===== src/rtl/fetch_stage_pkg.sv =====
// Shared definitions for the fetch stage and the decode stage.
// Holds the FSM encoding, fixed vector addresses, the NOP word and the set
// of opcodes whose instructions carry a second (immediate) word.
package fetch_stage_pkg;

  // FSM state encoding
  localparam logic [1:0] RST_VEC = 2'd0;
  localparam logic [1:0] FETCH   = 2'd1;
  localparam logic [1:0] IMM     = 2'd2;
  localparam logic [1:0] INT     = 2'd3;

  localparam logic [15:0] NOP_INSTR         = 16'h0000;
  localparam logic [15:0] RESET_VECTOR_ADDR = 16'h0000;
  localparam logic [15:0] INT_VECTOR_ADDR   = 16'h0001;

  // One bit per 5-bit opcode; a set bit marks a two-word instruction.
  // Opcodes 0x1C..0x1F (words 0xE000..0xFFFF) take an immediate word.
  localparam logic [31:0] IMM_OPCODES = 32'hF000_0000;

  function automatic logic is_imm_opcode(input logic [15:0] word);
    return IMM_OPCODES[word[15:11]];
  endfunction

  // Registered output slot towards decode
  typedef struct packed {
    logic [15:0] instr;
    logic [15:0] imm;
    logic [15:0] pc;
    logic        valid;
    logic        interrupt;
  } fetch_out_t;

  localparam fetch_out_t BUBBLE_OUT = '{
    instr:     NOP_INSTR,
    imm:       16'h0000,
    pc:        16'h0000,
    valid:     1'b0,
    interrupt: 1'b0
  };

endpackage


===== src/rtl/fetch_stage.sv =====
// Instruction fetch stage: PC register, reset/interrupt vector loading,
// two-word instruction assembly and a registered output slot for decode.
// Control priority: reset > branch > stall > flush > interrupt > fetch.
// Stall freezes everything except capture of new interrupt requests.
module fetch_stage
  import fetch_stage_pkg::*;
(
  input  logic        i_clk,
  input  logic        i_reset,
  input  logic        i_stall,
  input  logic        i_flush,
  input  logic        i_branch,
  input  logic [15:0] i_branch_target,
  input  logic        i_interrupt,
  output logic [15:0] o_imem_addr,
  input  logic [15:0] i_imem_data,
  output logic [15:0] o_instr,
  output logic [15:0] o_imm,
  output logic [15:0] o_pc,
  output logic        o_valid,
  output logic        o_interrupt,
  output logic [1:0]  o_dbg_state
);

  logic [1:0]  state, state_n;
  logic [15:0] pc, pc_n;
  logic        pending, pending_n;
  logic        int_q;
  logic [15:0] hold_word, hold_word_n;
  logic [15:0] hold_pc, hold_pc_n;
  fetch_out_t  out_q, out_n;
  logic        int_rise;

  assign int_rise = i_interrupt & ~int_q;

  // Memory address depends on state only: vectors in RST_VEC/INT, else PC
  always_comb begin
    case (state)
      RST_VEC: o_imem_addr = RESET_VECTOR_ADDR;
      INT:     o_imem_addr = INT_VECTOR_ADDR;
      default: o_imem_addr = pc;
    endcase
  end

  // Next-state, PC, pending flag and output slot selection
  always_comb begin
    state_n     = state;
    pc_n        = pc;
    pending_n   = pending | int_rise;
    hold_word_n = hold_word;
    hold_pc_n   = hold_pc;
    out_n       = BUBBLE_OUT;
    if (i_branch) begin
      // Redirect aborts any partial two-word instruction
      pc_n    = i_branch_target;
      state_n = FETCH;
    end else if (i_stall) begin
      out_n = out_q;
    end else begin
      case (state)
        RST_VEC: begin
          pc_n    = i_imem_data;
          state_n = FETCH;
        end
        FETCH: begin
          if (pending && !i_flush) begin
            // Take the interrupt: no fetch, PC kept as return address
            state_n   = INT;
            pending_n = int_rise;
          end else begin
            pc_n = pc + 16'd1;
            if (is_imm_opcode(i_imem_data)) begin
              hold_word_n = i_imem_data;
              hold_pc_n   = pc;
              state_n     = IMM;
            end else begin
              out_n.instr = i_imem_data;
              out_n.pc    = pc;
              out_n.valid = 1'b1;
            end
          end
        end
        IMM: begin
          pc_n        = pc + 16'd1;
          state_n     = FETCH;
          out_n.instr = hold_word;
          out_n.imm   = i_imem_data;
          out_n.pc    = hold_pc;
          out_n.valid = 1'b1;
        end
        default: begin
          // INT: load handler address, emit marker carrying return address
          pc_n            = i_imem_data;
          state_n         = FETCH;
          out_n.pc        = pc;
          out_n.valid     = 1'b1;
          out_n.interrupt = 1'b1;
        end
      endcase
      if (i_flush) out_n = BUBBLE_OUT;
    end
  end

  // State, PC, pending flag and output slot registers
  always_ff @(posedge i_clk or posedge i_reset) begin
    if (i_reset) begin
      state     <= RST_VEC;
      pc        <= 16'h0000;
      pending   <= 1'b0;
      int_q     <= 1'b0;
      hold_word <= NOP_INSTR;
      hold_pc   <= 16'h0000;
      out_q     <= BUBBLE_OUT;
    end else begin
      state     <= state_n;
      pc        <= pc_n;
      pending   <= pending_n;
      int_q     <= i_interrupt;
      hold_word <= hold_word_n;
      hold_pc   <= hold_pc_n;
      out_q     <= out_n;
    end
  end

  assign o_instr     = out_q.instr;
  assign o_imm       = out_q.imm;
  assign o_pc        = out_q.pc;
  assign o_valid     = out_q.valid;
  assign o_interrupt = out_q.interrupt;
  assign o_dbg_state = state;

endmodule

===== config.mk =====
export PLATFORM = sky130hd
export DESIGN_NAME = fetch_stage
export DESIGN_NICKNAME = d
export VERILOG_FILES = /design/src/rtl/fetch_stage_pkg.sv /design/src/rtl/fetch_stage.sv
export SDC_FILE = /design/constraint.sdc
export NUM_CORES = 1
export LEC_CHECK = 0
export CAP_MARGIN = 20
export CORE_AREA = 4 4 124 126
export DETAILED_ROUTE_END_ITERATION = 6
export DIE_AREA = 0 0 128 130
export SETUP_SLACK_MARGIN = 0.3
export SLEW_MARGIN = 10
export SYNTH_ARGS = -nofsm -noshare
export SYNTH_HDL_FRONTEND = slang
export SYNTH_SLANG_ARGS = --single-unit

===== constraint.sdc =====
create_clock -name i_clk -period 3.4 [get_ports i_clk]
set_input_delay 0.68 -clock i_clk [delete_from_list [all_inputs] [get_ports i_clk]]
set_output_delay 0.68 -clock i_clk [all_outputs]
set_load 0.01 [all_outputs]

==> results.sh, run 1 <==
export IMPL_status="finished, final reports clean"
export IMPL_drive_above_1_share_pct=13.4
export IMPL_htreeDepth=3
export IMPL_regArea_um2=2550
export IMPL_gr_total_overflow=0
export IMPL_synth_edff_count=0
export IMPL_via_per_inst=5.59
export IMPL_holdBufCountCts=0
export IMPL_yosysTopAreaCell="dfrtp_1"
export IMPL_worstPathRequired_ns=2.72
export IMPL_wl_mm=14.4
export IMPL_grt_pass1_wl_mm=22.6
export IMPL_synthFlopType="dfrtp_1"
export IMPL_setup_viol=0
export IMPL_dp_hpwl_mm=9.96
export IMPL_dr_wl_met2_mm=6.63
export IMPL_synth_most_common_cell="dfrtp_1"
export IMPL_dr_pass1_iters=5
export IMPL_core_area_um2=14300
export IMPL_hold_viol_final=0
export IMPL_cts_resized=1
export IMPL_skew_ns=0.00778
export IMPL_drcViolationCount=0
export IMPL_highest_layer="met4"
export IMPL_cp_arrival_ns=2.30
export IMPL_synthTopCellsByCount="dfrtp_1 (102), nand2_1 (37), mux2_2 (28)"
export IMPL_grt_antenna_before_repair=0
export IMPL_startpoint_type="flop"
export IMPL_track_usage_pct=17.4
export IMPL_ir_drop_uv=289
export IMPL_numCtsBuffers=9
export IMPL_port_buffer_count=105
export IMPL_grt_max_degree=48
export IMPL_fin_crit_ns=2.98
export IMPL_tightestPinTransition_ns=0.677
export IMPL_relSlewSlack_pct=54.8
export IMPL_multi_input_area_um2=2100
export IMPL_syn_inst=440
export IMPL_yosysSeqAreaShare_pct=52.3
export IMPL_crit_chain="inv_1 > ha_2 > buf_4 > nor2b_1 > clkdlybuf4s50_1"
export IMPL_ys_ff_latch=102
export IMPL_cts_max_path_buffers=2
export IMPL_critical_path_class="reg2out"
export IMPL_synth_area_um2=4880
export IMPL_rows=44
export IMPL_vias=4031
export IMPL_dp_cells=705
export IMPL_cp_max_fo=20
export IMPL_final_fill_count=1363
export IMPL_yosysWarnings=0
export IMPL_slew_viol_final=0
export IMPL_stdcell_count=721
export IMPL_syn_to_final_growth_pct=32.1
export IMPL_max_stage_delay_ns=0.57
export IMPL_endpoint_kind="output pin"
export IMPL_die_height_um=130
export IMPL_clk_pin_slew_ns=0.07
export IMPL_fin_nets=574
export IMPL_wl_per_cell_um=20.0
export IMPL_cap_violations=0
export IMPL_postLayoutCoreUtil_pct=45.0
export IMPL_hold_class="reg2reg"
export IMPL_cp_slowest_cell="clkdlybuf4s50_1"
export IMPL_drt_initial_drc_count=400
export IMPL_ios=106
export IMPL_wl_met3_um=895
export IMPL_drt_met1_wl_mm=6.65
export IMPL_die_area_um2=16600
export IMPL_pwr_density_cell_nw_per_um2=516
export IMPL_leakagePower_nw=2.80
export IMPL_grt_setup_unrepaired="false"
export IMPL_fin_crit_sh_pct=87.8
export IMPL_postRouteAntennaNets=0
export IMPL_cts_root_buf="clkbuf_16"
export IMPL_syn_nets=482
export IMPL_clkSinkCount=102
export IMPL_synth_async_reset_ratio_pct=100
export IMPL_diodes=0
export IMPL_synth_top_area_share_pct=52.3
export IMPL_start_util_pct=34.1
export IMPL_gp_congestion=0.972
export IMPL_netlist_top_cells_area="dfrtp_1 (52%), mux2_2 (6.5%), a221o_1 (3.3%), a22o_1 (3.2%), nand2_1 (2.8%)"
export IMPL_synthDistinctLibCells=65
export IMPL_finalSetupTns_ns=0
export IMPL_cts_tree="yes"
export IMPL_syn_avg_cell_area_um2=11.1
export IMPL_grt_pass1_vias=3992
export IMPL_die_w_um=128
export IMPL_cts_setup_buffers=0
export IMPL_clock_latency_ns=0.35
export IMPL_fmax_mhz=335
## cell type report
type	instances	area share, %
sequential	102	39.6
multi-input combinational	290	32.6
timing repair buffer	117	18.1
tap	184	3.57
clock buffer	9	3.49
clock inverter	7	1.86
inverter	12	0.757
## through the flow
stage                     hold WS, ns  power, mW  worst slack, ns  area (µm²)
after detailed placement        0.419       2.14            0.489        6090
after global routing            0.455       3.47            0.317        6440
after CTS                       0.428       3.34            0.400        6440
after global placement          0.408       2.12            0.557        6090
after floorplan                 0.400       1.85             1.14        4880
final                           0.421       3.32            0.416        6440
## final timing paths
path,end,depth (start not counted),from,slack [ns]
hold / removal,pending$_DFF_PP0_,1,int_q$_DFF_PP0_,0.42
hold reg to reg,pending$_DFF_PP0_,1,int_q$_DFF_PP0_,0.42
setup reg to reg,pc[12]$_DFFE_PP0P_,7,o_dbg_state[0]$_DFFE_PP0P_,0.94
setup / recovery,o_imem_addr[4],5,o_dbg_state[0]$_DFFE_PP0P_,0.42
max in group asynchronous,o_imm[12]$_DFFE_PP0P_,3,i_reset,1.84
min in group asynchronous,o_instr[5]$_DFFE_PP0P_,2,i_reset,0.78
## routing by layer
| layer | up-vias | global-route usage, % |
|---|---|---|
| met5 | - | 0 |
| met4 | 0 | 5.49 |
| met3 | 19 | 2.99 |
| met2 | 163 | 26.3 |
| met1 | 2015 | 25.4 |
| li1 | 1834 | - |
## sequential cells by signal, indices dropped and copies added (netlist names)
register	flops
o_interrupt	1
o_pc	16
pending	1
o_valid	1
o_imm	16
pc	16
hold_pc	16
hold_word	16
o_instr	16
int_q	1
o_dbg_state	2
## worst max-delay path, delay by kind of cell, from the launching register on
family,cells,cell delay (ns)
simple gates,1,0.20
buf+inv,3,0.92
flops,1,0.43
fa+ha+maj,1,0.40
## cells in the final DEF, fill, tap and decap left out, types with 3 or more instances in the layout
cell / synthesis / final
a22oi_1: 17 / 17
a31oi_1: 4 / 4
a21oi_1: 10 / 10
o22ai_1: 5 / 5
a2bb2oi_1: 3 / 3
nor3_1: 8 / 8
o21ai_0: 19 / 19
nor4_1: 3 / 3
nor2_1: 12 / 10
inv_1: 11 / 10
nand3_1: 4 / 4
nand2b_1: 7 / 7
o31ai_1: 3 / 3
nand4_1: 4 / 4
ha_1: 4 / 3
dfrtp_1: 102 / 102
clkdlybuf4s50_1: 0 / 105
and3_1: 19 / 19
clkbuf_16: 0 / 9
o22a_1: 3 / 3
a22o_1: 18 / 18
and4_1: 4 / 4
a221o_1: 16 / 16
bufinv_16: 0 / 3
o21ai_1: 3 / 3
buf_4: 2 / 10
mux2_2: 28 / 28
nor2b_1: 14 / 14
nand2_1: 37 / 37
## kinds of logic (layout without fill, tap and decap cells)
| kind of cell | count (synthesis) | count (layout) | synth area share [%] |
|---|---|---|---|
| mux | 32 | 32 | 7.34 |
| simple gates | 123 | 123 | 13.9 |
| compound gates | 128 | 128 | 20.1 |
| buf+inv | 48 | 145 | 4.74 |
| fa+ha+maj | 4 | 4 | 1.03 |
| flops | 102 | 102 | 52.3 |
| xor+xnor | 3 | 3 | 0.539 |
## where the power goes
group,leakage [nW],switching [mW],internal (mW)
logic,1.31,0.306,0.321
clock network,0.166,0.474,0.724
registers,1.33,0.136,1.36
Note: power is estimated with default switching activity, not from simulation.
==> run 2: changes to the inputs <==
--- a/config.mk
+++ b/config.mk
@@ -9,6 +9,8 @@
 export CORE_AREA = 4 4 124 126
 export DETAILED_ROUTE_END_ITERATION = 6
 export DIE_AREA = 0 0 128 130
+export DONT_BUFFER_PORTS = 1
+export MAX_ROUTING_LAYER = met4
 export SETUP_SLACK_MARGIN = 0.3
 export SLEW_MARGIN = 10
 export SYNTH_ARGS = -nofsm -noshare
==> run 2 against run 1 <==
Effect of this change: global-route usage shrank 0.36 points; worst setup slack better by 0.38 ns; total power shrank 8.6%; largest cell class unchanged; highest routed layer unchanged.
==> results.sh, run 2 (synthesis results as in run 1) <==
export IMPL_dr_pass1_iters=4
export IMPL_status="finished, final reports clean"
export IMPL_fin_crit_ns=2.60
export IMPL_cp_max_fo=20
export IMPL_endpoint_kind="output pin"
export IMPL_grt_antenna_before_repair=0
export IMPL_cp_arrival_ns=1.92
export IMPL_place_ws_ns=1.17
export IMPL_holdBufCountCts=0
export IMPL_htreeDepth=3
export IMPL_crit_buf_inv=2
export IMPL_pwr_density_cell_nw_per_um2=571
export IMPL_finalSetupTns_ns=0
export IMPL_core_area_um2=14300
export IMPL_fmax_mhz=385
export IMPL_hold_viol_final=0
export IMPL_relSlewSlack_pct=43.1
export IMPL_cts_root_buf="clkbuf_16"
export IMPL_startpoint_type="flop"
export IMPL_grt_pass1_wl_mm=21.2
export IMPL_postRouteAntennaNets=0
export IMPL_fin_crit_sh_pct=76.5
export IMPL_setup_viol=0
export IMPL_hold_class="in2reg"
export IMPL_grt_pass1_vias=3552
export IMPL_syn_to_final_growth_pct=9.10
export IMPL_wl_mm=13.8
export IMPL_drive_above_1_share_pct=15.6
export IMPL_start_util_pct=34.1
export IMPL_clock_latency_ns=0.35
export IMPL_skew_ns=0.00684
export IMPL_final_fill_count=1400
export IMPL_via_per_inst=5.86
export IMPL_critical_path_class="reg2out"
export IMPL_cpLargestDelayFamily="flip-flops"
export IMPL_fin_ws_ns=0.801
export IMPL_ir_drop_uv=241
export IMPL_port_buffer_count=0
export IMPL_cts_resized=0
export IMPL_cts_max_path_buffers=2
export IMPL_cap_violations=0
export IMPL_die_area_um2=16600
export IMPL_cp_slowest_cell="dfrtp_1"
export IMPL_drt_initial_drc_count=344
export IMPL_placed_cell_area_um2=5010
export IMPL_numCtsBuffers=9
export IMPL_slew_viol_final=0
export IMPL_grt_max_degree=103
export IMPL_dp_hpwl_mm=9.66
export IMPL_gr_total_overflow=0
export IMPL_crit_chain="inv_1 > ha_1 > buf_4 > mux2_2"
export IMPL_grt_setup_unrepaired="false"
export IMPL_worstPathRequired_ns=2.72
export IMPL_diodes=0
export IMPL_vias=3593
export IMPL_cts_tree="yes"
export IMPL_wl_per_cell_um=22.5
export IMPL_clk_pin_slew_ns=0.07
export IMPL_leakagePower_nw=2.39
export IMPL_max_stage_delay_ns=0.46
export IMPL_ios=106
export IMPL_rows=44
export IMPL_die_height_um=130
export IMPL_fin_total_pwr_mw=3.04
export IMPL_track_usage_pct=17.0
export IMPL_final_common_cell="dfrtp_1"
export IMPL_fin_area_um2=5320
export IMPL_fin_nets=466
export IMPL_gp_congestion=0.903
export IMPL_die_w_um=128
export IMPL_layout_common_cells="dfrtp_1 (102), nand2_1 (37), mux2_2 (28), o21ai_0 (19), and3_1 (19)"
export IMPL_drcViolationCount=0
export IMPL_clkSinkCount=102
export IMPL_cts_setup_buffers=0
export IMPL_tightestPinTransition_ns=0.852
## run 2: cell types whose count changed in the layout (fill, tap and decap cells not counted), sizes merged
cell	delta
buf	-3
clkdlybuf4s50	-105
clkinvlp	-1
clkinv	+4
inv	-2
bufinv	-1
## run 2: worst reg2reg max path, delay by kind of cell, from the launching register on
kind	cells	cell delay, ns
AND/OR/NAND/NOR	2	0.76
adder cells (fa/ha/maj)	1	0.29
flip-flops	1	0.54
AO/OA/AOI/OAI	2	0.38
## run 2: path summary, 6_finish.rpt
check	depth (start not counted)	to	start	slack [ns]
max in group asynchronous	2	pc[14]$_DFFE_PP0P_	i_reset	2.63
min in group asynchronous	2	pc[1]$_DFFE_PP0P_	i_reset	0.37
max reg2reg	5	pc[14]$_DFFE_PP0P_	pc[0]$_DFFE_PP0P_	1.33
min	0	int_q$_DFF_PP0_	i_interrupt	0.36
max	4	o_imem_addr[0]	o_dbg_state[0]$_DFFE_PP0P_	0.80
min reg2reg	1	pending$_DFF_PP0_	int_q$_DFF_PP0_	0.42
## run 2: power breakdown
| part | internal, mW | switching [mW] |
|---|---|---|
| registers | 1.36 | 0.144 |
| logic | 0.195 | 0.245 |
| clock network | 0.641 | 0.451 |
| total | 2.20 | 0.840 |
## run 2: final cells by class
class / instances / area (µm²) / area share (%)
clock buffers: 9 / 225 / 4.23
clock inverters: 7 / 88.8 / 1.67
inverters: 12 / 48.8 / 0.917
multi-input cells: 290 / 2100 / 39.4
flip-flops and latches: 102 / 2550 / 48.0
well taps: 184 / 230 / 4.33
repair buffers: 9 / 80.1 / 1.50
## run 2: stage by stage
step                instances  util, %  hold WS [ns]
global route              613     37.2         0.336
floorplan                 440        -         0.400
CTS                       613     37.2         0.344
global placement          597     35.0         0.408
finish                    613     37.2         0.362
detailed placement        597     35.0         0.416
## run 2: routing by layer
metal / vias up / wire length (µm) / global-route usage [%]
met4: 0 / 211 / 4.18
met1: 1845 / 6070 / 23.0
met2: 126 / 6420 / 25.0
met5: - / 0 / -
li1: 1606 / - / -
met3: 16 / 1100 / 5.40
==> run 3: changes to the inputs <==
==> constraint.sdc (replaced) <==
create_clock -name i_clk -period 2.3 [get_ports i_clk]
set_input_delay 0.46 -clock i_clk [delete_from_list [all_inputs] [get_ports i_clk]]
set_output_delay 0.46 -clock i_clk [all_outputs]
set_load 0.01 [all_outputs]
==> run 3 against run 2 <==
Effect of this change: combinational power grew 90%; critical endpoint unchanged; global-route usage up 0.99 points; critical path type unchanged; critical path depth is 1 lower; largest power group unchanged; final cell count is 3.4% higher; clock skew up 0.0021 ns; first-iteration DRC count fell by 3.5%; non-clock buffer count grew 21.
==> results.sh, run 3 (synthesis results as in run 1) <==
export IMPL_grt_pass1_wl_mm=22.1
export IMPL_cts_root_buf="clkbuf_16"
export IMPL_grt_pass1_vias=3622
export IMPL_cp_max_fo=5
export IMPL_die_area_um2=16600
export IMPL_skew_ns=0.00891
export IMPL_grt_setup_unrepaired="true"
export IMPL_intPower_mw=3.19
export IMPL_die_height_um=130
export IMPL_gr_total_overflow=0
export IMPL_clkSinkCount=102
export IMPL_clock_latency_ns=0.36
export IMPL_gp_congestion=0.832
export IMPL_critical_path_class="reg2out"
export IMPL_start_util_pct=34.1
export IMPL_die_w_um=128
export IMPL_core_area_um2=14300
export IMPL_final_fill_count=1367
export IMPL_cts_tree="yes"
export IMPL_hold_viol_final=0
export IMPL_dp_cells=610
export IMPL_dp_hpwl_mm=9.88
export IMPL_worstHoldPathCells=0
export IMPL_wl_per_cell_um=23.1
export IMPL_wl_mm=14.7
export IMPL_cap_violations=0
export IMPL_grt_antenna_before_repair=0
export IMPL_htreeDepth=3
export IMPL_r2r_start="o_dbg_state[1]$_DFFE_PP0P_"
export IMPL_startpoint_type="flop"
export IMPL_cts_max_path_buffers=2
export IMPL_switching_power_mw=1.34
export IMPL_cp_arrival_ns=1.63
export IMPL_grt_max_degree=103
export IMPL_dr_pass1_iters=5
export IMPL_diodes=0
export IMPL_relSlewSlack_pct=61.9
export IMPL_r2r_slack_ns=0.32
export IMPL_p_comb_share_pct=18.5
export IMPL_stdcell_count=634
export IMPL_fin_area_um2=5650
export IMPL_final_common_cell="dfrtp_1"
export IMPL_slew_viol_final=0
export IMPL_fin_crit_sh_pct=91.0
export IMPL_p_sw_share_pct=29.6
export IMPL_tightestPinTransition_ns=0.571
export IMPL_layout_common_cells="dfrtp_1 (98), nand2_1 (36), mux2_2 (27), buf_4 (23)"
export IMPL_worstPathRequired_ns=1.84
export IMPL_status="finished, final reports clean"
export IMPL_r2r_cells=8
export IMPL_pwr_density_cell_nw_per_um2=802
export IMPL_hold_class="in2reg"
export IMPL_via_per_inst=5.92
export IMPL_fin_nets=487
export IMPL_postRouteAntennaNets=0
export IMPL_fin_crit_ns=2.09
export IMPL_min_from="i_interrupt"
export IMPL_vias=3752
export IMPL_drcViolationCount=0
export IMPL_drt_initial_drc_count=332
export IMPL_port_buffer_count=0
export IMPL_rows=44
export IMPL_r2r_end="pc[14]$_DFFE_PP0P_"
export IMPL_syn_to_final_growth_pct=15.7
export IMPL_clk_pin_slew_ns=0.07
export IMPL_holdBufCountCts=0
export IMPL_power_frac_seq_pct=49.3
export IMPL_ios=106
export IMPL_numCtsBuffers=9
export IMPL_placed_cell_area_um2=5110
export IMPL_endpoint_kind="output pin"
export IMPL_fmax_mhz=478
export IMPL_finalSetupTns_ns=0
export IMPL_ir_drop_uv=389
export IMPL_regArea_um2=2560
export IMPL_setup_viol=0
export IMPL_clkPwrFrac_pct=32.1
export IMPL_whs_endpoint="int_q$_DFF_PP0_"
export IMPL_drive_above_1_share_pct=25.1
export IMPL_multi_input_area_um2=2230
export IMPL_track_usage_pct=18.0
export IMPL_leakagePower_nw=2.54
## run 3: through the flow
stage | util [%] | hold WS, ns | setup WS, ns | power, mW
floorplan | - | 0.400 | 0.327 | 2.74
global placement | 35.7 | 0.406 | 0.360 | 2.94
detailed placement | 35.7 | 0.433 | 0.323 | 2.97
CTS | 38.6 | 0.110 | 0.200 | 4.50
global route | 39.4 | 0.105 | 0.165 | 4.75
finish | 39.4 | 0.122 | 0.206 | 4.53
## run 3: timing repair
action                     4_1_cts  5_1_grt
gates resized for setup         23       23
pin swaps                        1        1
setup endpoints to repair       17       68
setup buffers                    4        3
gates cloned                     1        0
## run 3: area by class of cell
cell class                 instances  share of cell area (%)
sequential                       102                    45.3
multi-input combinational        290                    39.5
timing repair buffer              30                    5.36
tap                              184                    4.08
clock buffer                      10                    4.05
inverter                          12                   0.931
clock inverter                     6                   0.820
## run 3: worst max-delay path by stage
stage	startpoint	endpoint	slack, ns	cells after the start
6_report	o_dbg_state[1]$_DFFE_PP0P_	o_imem_addr[0]	0.21	3
5_1_grt	o_dbg_state[0]$_DFFE_PP0P_	o_imem_addr[4]	0.16	5
3_5_place_dp	o_dbg_state[0]$_DFFE_PP0P_	pc[8]$_DFFE_PP0P_	0.32	6
4_1_cts	o_dbg_state[1]$_DFFE_PP0P_	o_imem_addr[0]	0.20	3
2_1_floorplan	o_dbg_state[0]$_DFFE_PP0P_	o_imem_addr[7]	0.33	6
3_3_place_gp	pc[1]$_DFFE_PP0P_	pc[14]$_DFFE_PP0P_	0.36	5
## run 3: worst max-delay path, stage by stage (launching register included)
cell and delay (ns):
dfrtp_2 0.48, ha_4 0.33, buf_8 0.13, mux2_4 0.33
## run 3: routing by layer
metal / wire length [µm] / vias up / global-route usage, %
met2: 6980 / 128 / 25.5
met1: 6430 / 1952 / 24.8
met5: 0 / - / -
met4: 117 / 0 / 4.74
li1: - / 1662 / -
met3: 1150 / 10 / 5.98
## run 3: power by group through the flow
stage                     clock, mW  sequential, mW  combinational (mW)
final                          1.46            2.23               0.838
after global routing           1.57            2.26               0.918
after CTS                      1.49            2.23               0.789
after detailed placement          0            2.26               0.709
after global placement            0            2.25               0.690
after floorplan                   0            2.17               0.569
